**config.mk**
```make
export PLATFORM = sky130hd
export DESIGN_NAME = uart_receiver
export DESIGN_NICKNAME = d
export VERILOG_FILES = /design/src/rtl/uart_receiver.sv
export SDC_FILE = /design/constraint.sdc
export NUM_CORES = 1
export LEC_CHECK = 0
export ABC_AREA = 0
export BUFFER_PORTS_ARGS = -buffer_cell sky130_fd_sc_hd__buf_2
export CAP_MARGIN = 20
export CELL_PAD_IN_SITES_DETAIL_PLACEMENT = 0
export CELL_PAD_IN_SITES_GLOBAL_PLACEMENT = 1
export CORE_MARGIN = 2
export CORE_UTILIZATION = 36
export DETAILED_ROUTE_END_ITERATION = 8
export GPL_ROUTABILITY_DRIVEN = 1
export PLACE_DENSITY_LB_ADDON = 0.1
export SKIP_CTS_REPAIR_TIMING = 1
export SYNTH_ARGS = -nofsm -noshare
export SYNTH_HDL_FRONTEND = slang
export SYNTH_SLANG_ARGS = --single-unit
```
**constraint.sdc**
```tcl
create_clock -name clk -period 2.9 [get_ports clk]
set_clock_uncertainty 0.2 [all_clocks]
set_input_delay 0.29 -clock clk [delete_from_list [all_inputs] [get_ports clk]]
set_output_delay 0.29 -clock clk [all_outputs]
set_load 0.01 [all_outputs]
```
**src/rtl/uart_receiver.sv**
```systemverilog
// 16x-oversampling UART receive stage (8N1, LSB first) with a held-valid/ack output.
// Define UART_RX_PARITY_EN to expect an even-parity bit between the data bits and the stop bit.
module uart_receiver #(
   parameter int DVSR      = 11,
   parameter int WORD_SIZE = 8
) (
   input  logic                 clk,
   input  logic                 nRST,
   input  logic                 serialIn,
   output logic [WORD_SIZE-1:0] dataOut,
   output logic                 dataValid,
   input  logic                 dataAck,
   output logic                 frameErr,
   output logic                 overrun
);

   localparam int TW = (DVSR > 1) ? $clog2(DVSR) : 1;
   localparam int NW = (WORD_SIZE > 1) ? $clog2(WORD_SIZE) : 1;

`ifdef UART_RX_PARITY_EN
   typedef enum logic [2:0] {IDLE, START, DATA, PARITY, STOP, BREAK} state_t;
`else
   typedef enum logic [2:0] {IDLE, START, DATA, STOP, BREAK} state_t;
`endif

   state_t               state, stateNext;
   logic                 syncMeta, rxs;
   logic [TW-1:0]        tickCnt;
   logic                 tick;
   logic [3:0]           s;
   logic [NW-1:0]        n;
   logic [WORD_SIZE-1:0] shiftReg;
   logic                 parErr;

   logic alignTick, clrS, clrN, incN, shiftEn, loadWord, frameErrSet;
`ifdef UART_RX_PARITY_EN
   logic capPar, parBit;
   // even parity: data bits plus parity bit must hold an even number of ones
   assign parErr = ^{shiftReg, parBit};
`else
   assign parErr = 1'b0;
`endif

   assign tick = (tickCnt == TW'(DVSR - 1));

   always_ff @(posedge clk or negedge nRST) begin
      if (!nRST) state <= IDLE;
      else       state <= stateNext;
   end

   always_comb begin
      stateNext   = state;
      alignTick   = 1'b0;
      clrS        = 1'b0;
      clrN        = 1'b0;
      incN        = 1'b0;
      shiftEn     = 1'b0;
      loadWord    = 1'b0;
      frameErrSet = 1'b0;
`ifdef UART_RX_PARITY_EN
      capPar      = 1'b0;
`endif
      case (state)
         IDLE: if (!rxs) begin
            stateNext = START;
            alignTick = 1'b1;
            clrS      = 1'b1;
         end
         START: if (tick && s == 4'd7) begin
            clrS = 1'b1;
            if (!rxs) begin
               stateNext = DATA;
               clrN      = 1'b1;
            end else begin
               stateNext = IDLE;
            end
         end
         DATA: if (tick && s == 4'd15) begin
            clrS    = 1'b1;
            shiftEn = 1'b1;
            if (n == NW'(WORD_SIZE - 1))
`ifdef UART_RX_PARITY_EN
               stateNext = PARITY;
`else
               stateNext = STOP;
`endif
            else
               incN = 1'b1;
         end
`ifdef UART_RX_PARITY_EN
         PARITY: if (tick && s == 4'd15) begin
            clrS      = 1'b1;
            capPar    = 1'b1;
            stateNext = STOP;
         end
`endif
         STOP: if (tick && s == 4'd15) begin
            clrS = 1'b1;
            if (!rxs) begin
               frameErrSet = 1'b1;
               stateNext   = BREAK;
            end else if (parErr) begin
               frameErrSet = 1'b1;
               stateNext   = IDLE;
            end else begin
               loadWord  = 1'b1;
               stateNext = IDLE;
            end
         end
         BREAK: if (rxs) stateNext = IDLE;
         default: stateNext = IDLE;
      endcase
   end

   always_ff @(posedge clk or negedge nRST) begin
      if (!nRST) begin
         syncMeta  <= 1'b1;
         rxs       <= 1'b1;
         tickCnt   <= '0;
         s         <= '0;
         n         <= '0;
         shiftReg  <= '0;
         dataOut   <= '0;
         dataValid <= 1'b0;
         frameErr  <= 1'b0;
         overrun   <= 1'b0;
`ifdef UART_RX_PARITY_EN
         parBit    <= 1'b0;
`endif
      end else begin
         syncMeta <= serialIn;
         rxs      <= syncMeta;

         // restart the divider on the falling edge so samples land mid-bit
         if (alignTick || tick) tickCnt <= '0;
         else                   tickCnt <= tickCnt + 1'b1;

         if (clrS)      s <= '0;
         else if (tick) s <= s + 4'd1;

         if (clrN)      n <= '0;
         else if (incN) n <= n + 1'b1;

         if (shiftEn) shiftReg <= {rxs, shiftReg[WORD_SIZE-1:1]};
`ifdef UART_RX_PARITY_EN
         if (capPar) parBit <= rxs;
`endif

         frameErr <= frameErrSet;
         overrun  <= 1'b0;
         if (loadWord) begin
            dataOut   <= shiftReg;
            dataValid <= 1'b1;
            overrun   <= dataValid && !dataAck;
         end else if (dataAck) begin
            dataValid <= 1'b0;
         end
      end
   end

endmodule
```
-- After elaboration in Yosys (flattened, before gate mapping)
Cells that the tools add are included.
- add/sub/neg operators: 3
- eq/ne operators: 14
- muxes and demuxes: 33
- reductions and logical operators: 11
- operators by type and width (kind ; number):
    two-way mux 3 bit ; 9
    two-way mux 1 bit ; 18
    one-hot mux 3 bit (5 select lines) ; 1
    two-way mux 4 bit ; 3
    != test 2 bit (second input constant) ; 6
    adder 4 x 1 -> 4 bit (second input constant) ; 2
    == test 4 bit (second input constant) ; 2
    == test 3 x 2 -> 1 bit (second input constant) ; 2
    == test 3 bit (second input constant) ; 2
    AND reduction 6 bit ; 1
    nonzero test 2 bit ; 3
    == test 4 x 3 -> 1 bit (second input constant) ; 1
    adder 3 x 1 -> 3 bit (second input constant) ; 1
    == test 3 x 1 -> 1 bit (second input constant) ; 1
    logical AND 1 bit ; 3
    zero test 3 bit ; 1
    one-hot mux 1 bit (3 select lines) ; 1
    two-way mux 2 bit ; 1
    OR reduction 2 bit ; 1
    zero test 1 bit ; 1
    logical OR 1 bit ; 1
- register bits after elaboration: 35
- bits of input ports: 4
- output and inout port bits: 11
- logic and storage cells: 72

-- Depth between registers and ports, before layout
Gate-level depths: netlist of run 1.
- depth after elaboration: 6
- depth in mapped cells: 6
- depth with buffers taken out: 6

-- Worst setup path after synthesis of run 1
Ideal clock, no wire load.
- path type: reg-to-reg
- from: register tickCnt[0]
- to: register shiftReg[0]
- setup time: 125 ps
- arrival: 1827 ps
- data required time: 2575 ps
- slack: 749 ps
- stages on the path, launching flop included: 7
- buffers on the path: 0
- clock period less this slack: 2151 ps
- cells stage by stage: dfrtp_1 -> inv_1 -> ha_1 -> nand3b_4 -> or3_4 -> nor3_4 -> mux2_2
- word-level cells in the longest chain between the ends: 4
- ends and longest elaborated chain (item ; line ; source):
    start, declared ; 28 ; logic [TW-1:0] tickCnt;
    start signal, assigned ; 136 ; else tickCnt <= tickCnt + 1'b1;
    == test 4 bit ; 44 ; assign tick = (tickCnt == TW'(DVSR - 1));
    logical AND 1 bit ; 78 ; DATA: if (tick && s == 4'd15) begin
    two-way mux 1 bit ; 78 ;
    two-way mux 1 bit ; 63 ; case (state)
    end signal, assigned ; 144 ; if (shiftEn) shiftReg <= {rxs, shiftReg[WORD_SIZE-1:1]};
    end, declared ; 32 ; logic [WORD_SIZE-1:0] shiftReg;
No other way between the ends.
A chain may end at the register's enable or synchronous reset.

-- Worst setup path in the final report of run 1
- from: register tickCnt[0]
- to: register shiftReg[5]
Same word-level chain as after synthesis.

==> impl_metrics.yaml, run 1 <==
power:
  swShare_pct: 19.08
  pwr-share-clk_pct: 47.0
  p_seq_share_pct: 51.6
  powerDensity_mw_per_mm2: 536.0
  intPower_mw: 0.7722
  leakage_nw: 0.9087
  combPwrFrac_pct: 1.4
  power_switching_mw: 0.1821
  worst_ir_drop_vdd_uv: 239.8
timing:
  fin_crit_sh_pct: 79.30
  worstMarginPinSlew_ps: 749.4
  grt_setup_unrepaired: "no"
  period_minus_slack_ps: 2300
  setup_viol: 0
  finalMaxSlewViolations: 0
  slew_headroom_pct: 49.39
  hold_viol: 0
  setup_tns_ps: 0
  fmax_mhz: 434.8
cells_and_area:
  multiInputGateArea_sq_um: 624.3
  ff_latch_area_sq_um: 878.3
  fillers: 402
  instances_no_fill: 191
  drive_gt1_share_pct: 33.33
  layout.nets: 149
  antenna_cells: 0
  syn2layout_area_growth_pct: 16.54
floorplan:
  ios: 15
  core_area_sq_mm: 0.004029
  start_util_pct: 37.92
  rows: 23
  dieArea_sq_mm: 0.004781
  fp.dieW_um: 69.15
  fp.dieH_um: 69.15
critical_path:
  slowest_delay_ps: 410
  cp.required_ps: 2870
  reg2reg_to: "shiftReg[5]"
  cp_top_family: "simple AND/OR/NAND/NOR gates"
  crit-reg2reg-launch: "tickCnt[0]"
  cp_cell_sequence: "inv_1 -> ha_1 -> nand3b_4 -> or3_4 -> nor3_4 -> mux2_2"
  cp-startpoint: "tickCnt[0]"
  cp_num_cells: 6
  cp_slowest_cell: "dfrtp_1"
  crit_type: "reg -> reg"
  r2r_slack_ps: 600
  worstPathArrival_ps: 2270
  start_kind: "flip-flop"
  endpoint_kind: "flip-flop"
  path_buf_inv: 1
  critPathMaxFanout: 8
  endpoint: "shiftReg[5]"
  rr_worst_depth: 6
clock_network:
  clkLatencyLatePin_ps: 290
  cts.sinks: 35
  clock_path_buffers: 2
  clk_pin_slew_worst_paths_ps: 70
  cts_tree: "built"
  cts_max_level: 2
  cts_buffers: 5
  cts-root-buf: "clkbuf_8"
logic_synthesis:
  syn_nets: 130
  synth_mux_area_share_pct: 13.19
  synthCells: 121
  synth_edf_count: 0
  synth_top_family_by_area: "simple AND/OR/NAND/NOR gates"
  synthXorXnorAreaFrac_pct: 2.867
  synthSimpleGateAreaFrac_pct: 15.56
  netlist_area_sq_mm: 0.001528
  ys_seq_elements: 35
  yosys_warnings: 0
  synth_compound_area_share_pct: 5.160
  synthAdderAreaFrac_pct: 4.095
  syn_area_per_cell_sq_um: 12.63
  ys.flop_type: "dfrtp_1"
  synth_cell_types: 35
  async_reset_ff_share_pct: 100.0
  seq_area_frac_synth_pct: 57.49
global_routing:
  first_global_vias: 957
  grt_usage_pct: 11.41
  grt_max_degree: 36
  gr-total-overflow: 0
  grt_pass1_wl_um: 4298
  antenna_found_initial: 0
worst_hold_path:
  hold_class: "in -> reg"
detailed_routing:
  drtPass1Iterations: 4
  ant_nets: 0
  num_vias: 926
  drt_iter0_markers: 66
  via_per_inst: 4.848
  wl_per_cell_um: 12.91
  drc: 0
  wl_um: 2465
place:
  dpl.hpwl_um: 1718
  place.gp.congestion: 0.7521
  io_buffers: 14
  placed_cells: 181
flow_run:
  max_cap_viol_count: 0
status:
  outcome: "completed"
## worst min-delay path, cell delays in order
cell and delay [ps]:
buf_2 70, nand2b_1 100, nor2_1 40
## flip-flops by register name, summed over array words and instances (netlist names)
name	count
shiftReg	8
overrun	1
s	4
state	3
n	3
dataOut	8
tickCnt	4
rxs	1
dataValid	1
frameErr	1
syncMeta	1
## worst min-delay path by stage
stage / cells past startpoint / endpoint / start
5_1_grt: 3 / overrun / dataAck
4_1_cts: 1 / syncMeta / serialIn
6_report: 3 / overrun / dataAck
3_3_place_gp: 0 / rxs / syncMeta
2_1_floorplan: 0 / dataOut[0] / nRST
3_5_place_dp: 0 / rxs / syncMeta
## layer usage
layer	GRT usage (%)	up-vias	wire (um)
met3	3.216	8	79
met2	17.41	14	1107
met5	0	-	0
li1	-	462	-
met4	7.190	0	68
met1	14.19	442	1209
## synthesized netlist by cell type (all sizes together) (2+ instances only)
master | n | area (sq um)
a21oi | 3 | 15.01
a22o | 2 | 17.52
clkbuf | 3 | 12.51
dfrtp | 33 | 825.8
dfstp | 2 | 52.55
ha | 5 | 62.56
inv | 2 | 7.510
mux2 | 17 | 191.4
nand2 | 9 | 33.78
nand3 | 3 | 20.02
nor2 | 13 | 48.80
nor3 | 2 | 21.27
nor4 | 3 | 25.02
o21ai | 3 | 15.01
or3 | 3 | 23.77
xnor2 | 2 | 17.52
xor2 | 3 | 26.28
## layout make-up
cell class | instances | area share (%)
timing repair buffer | 16 | 5.060
tap | 50 | 3.514
multi-input combinational | 80 | 35.07
inverter | 2 | 0.4216
clock inverter | 2 | 1.968
sequential | 35 | 49.33
clock buffer | 6 | 4.638
## logic make-up after synthesis
group | count (synthesis)
and+or+nand+nor | 40
DFF | 35
muxes | 18
AOI/OAI and AO/OA | 12
buffers and inverters | 6
xor gates and xnor gates | 5
adders and majority gates | 5
## power groups by stage
stage | clock network, mW | logic (mW) | registers (mW)
floorplan | 0 | 0.00222 | 0.500
global placement | 0 | 0.0122 | 0.502
detailed placement | 0 | 0.0122 | 0.502
CTS | 0.463 | 0.0121 | 0.493
global route | 0.492 | 0.0158 | 0.493
finish | 0.448 | 0.0131 | 0.493
## cells in the final DEF (no fill, tap or decap), types with 2 or more instances in the layout
| master | Yosys | routed |
|---|---|---|
| dfstp_2 | 2 | 2 |
| nor2_1 | 13 | 13 |
| inv_1 | 2 | 2 |
| dlygate4sd3_1 | 0 | 2 |
| o21ai_0 | 3 | 3 |
| mux2_2 | 17 | 17 |
| a22o_1 | 2 | 2 |
| ha_1 | 5 | 5 |
| clkbuf_8 | 0 | 6 |
| or3_1 | 2 | 2 |
| xnor2_1 | 2 | 2 |
| xor2_1 | 3 | 3 |
| nor4_1 | 2 | 2 |
| nand3_1 | 2 | 2 |
| buf_2 | 1 | 14 |
| dfrtp_1 | 33 | 33 |
| nand2_1 | 9 | 9 |
| a21oi_1 | 3 | 3 |
## per-stage QoR
step | hold WS (ps) | utilization (%) | power [mW] | setup WS, ps | area (sq um)
final | 51.06 | 44.19 | 0.9543 | 600.3 | 1780
after CTS | -111.3 | 43.70 | 0.9679 | 578.1 | 1760
after global routing | 49.36 | 44.19 | 1.000 | 495.5 | 1780
after global placement | 146.4 | 40.78 | 0.5142 | 625.9 | 1643
after detailed placement | 149.0 | 40.78 | 0.5142 | 586.5 | 1643
after floorplan | -205.6 | - | 0.5023 | 748.5 | 1528
(Power assumes the default switching activity.)
==> inputs of run 2 (changes only) <==
Clock period 2.9 ns to 2.1 ns, I/O delays scaled along.
==> impl_metrics.yaml, run 2 (synthesis gave the netlist of run 1 again) <==
status:
  outcome: "complete, but fails checks"
  violations: "hold timing"
clock_network:
  clock_path_buffers: 2
  cts-root-buf: "clkbuf_8"
  cts_buffers: 5
  clkLatencyLatePin_ps: 280
  cts_max_level: 2
  cts_tree: "built"
  clk_pin_slew_worst_paths_ps: 70
  cts.sinks: 35
floorplan:
  rows: 23
  ios: 15
  fp.dieH_um: 69.15
  core_area_sq_mm: 0.004029
  fp.dieW_um: 69.15
  dieArea_sq_mm: 0.004781
  start_util_pct: 37.92
critical_path:
  endpoint_kind: "flip-flop"
  worstPathArrival_ps: 2060
  start_kind: "flip-flop"
  cp.required_ps: 2070
  crit_type: "reg -> reg"
  critPathMaxFanout: 8
detailed_routing:
  drt_iter0_markers: 71
  ant_nets: 0
  wl_per_cell_um: 13.39
  drc: 0
  wl_um: 2718
  via_per_inst: 4.862
  num_vias: 987
  drtPass1Iterations: 4
global_routing:
  grt_max_degree: 36
  grt_usage_pct: 12.22
  first_global_vias: 955
  grt_pass1_wl_um: 4623
  antenna_found_initial: 0
  gr-total-overflow: 0
worst_hold_path:
  hold_class: "in -> reg"
power:
  pwr-share-clk_pct: 39.8
  worst_ir_drop_vdd_uv: 410.8
  swShare_pct: 21.23
  intPower_mw: 0.9151
  powerDensity_mw_per_mm2: 613.7
  combPwrFrac_pct: 1.6
  finalPower_mw: 1.162
  leakage_nw: 0.9543
  p_seq_share_pct: 58.6
  power_switching_mw: 0.2467
timing:
  slew_headroom_pct: 49.24
  hold_viol: 2
  period_minus_slack_ps: 2092
  setup_viol: 0
  fmax_mhz: 477.9
  grt_setup_unrepaired: "yes"
  fin_crit_sh_pct: 99.64
  worstMarginPinSlew_ps: 761.5
  worst_slack_ps: 7.522
  hold-worst-slack_ps: -27.80
  finalMaxSlewViolations: 0
cells_and_area:
  antenna_cells: 0
  layout.nets: 161
  syn2layout_area_growth_pct: 23.92
  final_common_cell: "dfrtp_1"
  final_cell_mix: "dfrtp_1 (33), buf_2 (14), nor2_1 (13)"
  largest_registers: "dataOut: 8 flops, shiftReg: 8 flops"
  final_area_sq_mm: 0.001893
  drive_gt1_share_pct: 39.22
place:
  placed_area_sq_mm: 0.001725
  place.gp.congestion: 0.6972
  io_buffers: 14
  dp_slack_ps: 8.345
  dpl.hpwl_um: 1794
flow_run:
  max_cap_viol_count: 0
-- run 2: per-stage QoR --
step	std cells	util, %	setup TNS, ps
after floorplan	121	-	0
after CTS	198	44.84	-35.39
after detailed placement	190	42.83	0
after global placement	190	42.83	0
final	203	46.99	0
after global routing	203	46.99	-836.5
-- run 2: path summary, 6_finish.rpt --
kind	depth (start not counted)	to	from	slack, ps
max in group asynchronous	2	shiftReg[2]	nRST	880
worst min-delay path	3	overrun	dataAck	-30
worst max register to register	7	shiftReg[3]	tickCnt[0]	8
worst max-delay path	7	shiftReg[3]	tickCnt[0]	8
worst min register to register	0	rxs	syncMeta	160
min in group asynchronous	2	n[0]	nRST	330
-- run 2: critical path, cell delays in order (launching register included) --
cell      delay [ps]
dfrtp_1          380
inv_1             60
ha_2             200
nand3b_4         110
or3_4            360
nor3_4           220
buf_12           160
mux2_4           300
-- run 2: routing by layer --
metal	GRT usage [%]	vias up	part of all wire, %
met5	0	-	0
met4	7.843	0	2.3
met3	3.070	8	2.5
met2	16.24	13	45
met1	17.50	478	51
li1	-	488	-
-- run 2: power by group through the flow --
| stage | Combinational [mW] | Clock, mW | Sequential (mW) |
|---|---|---|---|
| floorplan | 0.00306 | 0 | 0.691 |
| global placement | 0.0167 | 0 | 0.693 |
| detailed placement | 0.0168 | 0 | 0.693 |
| CTS | 0.0171 | 0.482 | 0.680 |
| global route | 0.0225 | 0.513 | 0.681 |
| finish | 0.0188 | 0.462 | 0.681 |
-- run 2: cell type report --
cell class                      count  area [sq um]
Fill cell                         382          2136
Clock buffer                        7         76.32
Sequential cell                    35         878.3
Tap cell                           50         62.56
Inverter                            2         7.507
Multi-Input combinational cell     80         670.6
Clock inverter                      1         5.005
Timing Repair Buffer               28         192.7
==> inputs of run 3 (changes only) <==
Settings changed: REMOVE_ABC_BUFFERS set to 1.
==> impl_metrics.yaml, run 3 (synthesis gave the netlist of run 1 again) <==
timing:
  hold_viol: 0
  fin_crit_sh_pct: 97.98
  hold-worst-slack_ps: 157.8
  slew_headroom_pct: 49.92
  fmax_mhz: 486.0
  worst_slack_ps: 42.39
  setup_viol: 0
  worstMarginPinSlew_ps: 751.2
  grt_setup_unrepaired: "yes"
  finalMaxSlewViolations: 0
  period_minus_slack_ps: 2058
place:
  io_buffers: 14
  place.gp.congestion: 0.7364
  dp_slack_ps: -63.94
  dpl.hpwl_um: 1828
  placed_area_sq_mm: 0.001730
global_routing:
  first_global_vias: 960
  grt_max_degree: 36
  grt_pass1_wl_um: 4519
  grt_usage_pct: 11.87
  gr-total-overflow: 0
  antenna_found_initial: 0
floorplan:
  fp.dieH_um: 69.15
  dieArea_sq_mm: 0.004781
  core_area_sq_mm: 0.004029
  fp.dieW_um: 69.15
  ios: 15
  rows: 23
  start_util_pct: 37.92
clock_network:
  cts_tree: "built"
  cts_buffers: 5
  clkLatencyLatePin_ps: 280
  clock_path_buffers: 2
  cts_max_level: 2
  cts.sinks: 35
  clk_pin_slew_worst_paths_ps: 70
  cts-root-buf: "clkbuf_8"
critical_path:
  critPathMaxFanout: 8
  cp.required_ps: 2080
  start_kind: "flip-flop"
  worstPathArrival_ps: 2030
  endpoint_kind: "flip-flop"
  crit_type: "reg -> reg"
flow_run:
  max_cap_viol_count: 0
cells_and_area:
  fillers: 385
  final_util_pct: 47.73
  drive_gt1_share_pct: 40.65
  syn2layout_area_growth_pct: 25.88
  final_area_sq_mm: 0.001923
  antenna_cells: 0
  final_common_cell: "dfrtp_1"
  layout.nets: 163
  largest_registers: "dataOut: 8 flops, shiftReg: 8 flops"
  final_cell_mix: "dfrtp_1 (33), mux2_2 (15), buf_2 (14)"
detailed_routing:
  wl_per_cell_um: 12.80
  drtPass1Iterations: 4
  ant_nets: 0
  num_vias: 976
  via_per_inst: 4.761
  drc: 0
  wl_um: 2623
  drt_iter0_markers: 32
worst_hold_path:
  hold_class: "reg -> reg"
power:
  worst_ir_drop_vdd_uv: 408.3
  powerDensity_mw_per_mm2: 675.7
  leakage_nw: 0.9756
status:
  outcome: "completed"
## run 3: final timing paths
| kind | from | to | slack (ps) | cells after the start |
|---|---|---|---|---|
| setup / recovery | tickCnt[0] | shiftReg[7] | 40 | 7 |
| hold / removal | syncMeta | rxs | 160 | 0 |
| setup reg to reg | tickCnt[0] | shiftReg[7] | 40 | 7 |
| hold reg to reg | syncMeta | rxs | 160 | 0 |
| max in group asynchronous | nRST | state[2] | 890 | 2 |
| min in group asynchronous | nRST | n[2] | 330 | 2 |
## run 3: per-layer routing
| metal | global-route usage (%) | up-vias | part of all wire [%] |
|---|---|---|---|
| met5 | 0 | - | 0 |
| met4 | 6.536 | 0 | 1.8 |
| met3 | 3.216 | 6 | 2.6 |
| met2 | 16.88 | 12 | 46 |
| met1 | 16.34 | 467 | 50 |
| li1 | - | 491 | - |
## run 3: final cells by class
class | instances | area (sq um) | share of cell area, %
Clock inverter | 3 | 43.79 | 2.277
Timing Repair Buffer | 30 | 210.2 | 10.93
Clock buffer | 5 | 68.82 | 3.578
Sequential cell | 35 | 878.3 | 45.67
Inverter | 2 | 7.507 | 0.3904
Tap cell | 50 | 62.56 | 3.253
Multi-Input combinational cell | 80 | 651.9 | 33.90
## run 3: metrics by stage
| step | instances | TNS [ps] | total power [mW] |
|---|---|---|---|
| floorplan | 117 | -411.6 | 0.6933 |
| global placement | 191 | -155.0 | 0.7101 |
| detailed placement | 191 | -640.5 | 0.7105 |
| CTS | 199 | -771.9 | 1.317 |
| global route | 205 | -160.7 | 1.354 |
| finish | 205 | 0 | 1.299 |
## run 3: critical path: stages (launching register included)
cell and delay, ps:
dfrtp_1 380, inv_1 60, ha_2 200, nand3b_4 110, or3_4 360, nor3_4 150
buf_12 150, mux2_2 330
## run 3: power breakdown
part,total (mW),switching [mW],internal [mW],leakage (nW)
sequential,0.681,0.00324,0.677,0.467
clock,0.599,0.246,0.353,0.0581
combinational,0.0197,0.0136,0.00611,0.450
total,1.30,0.263,1.04,0.976
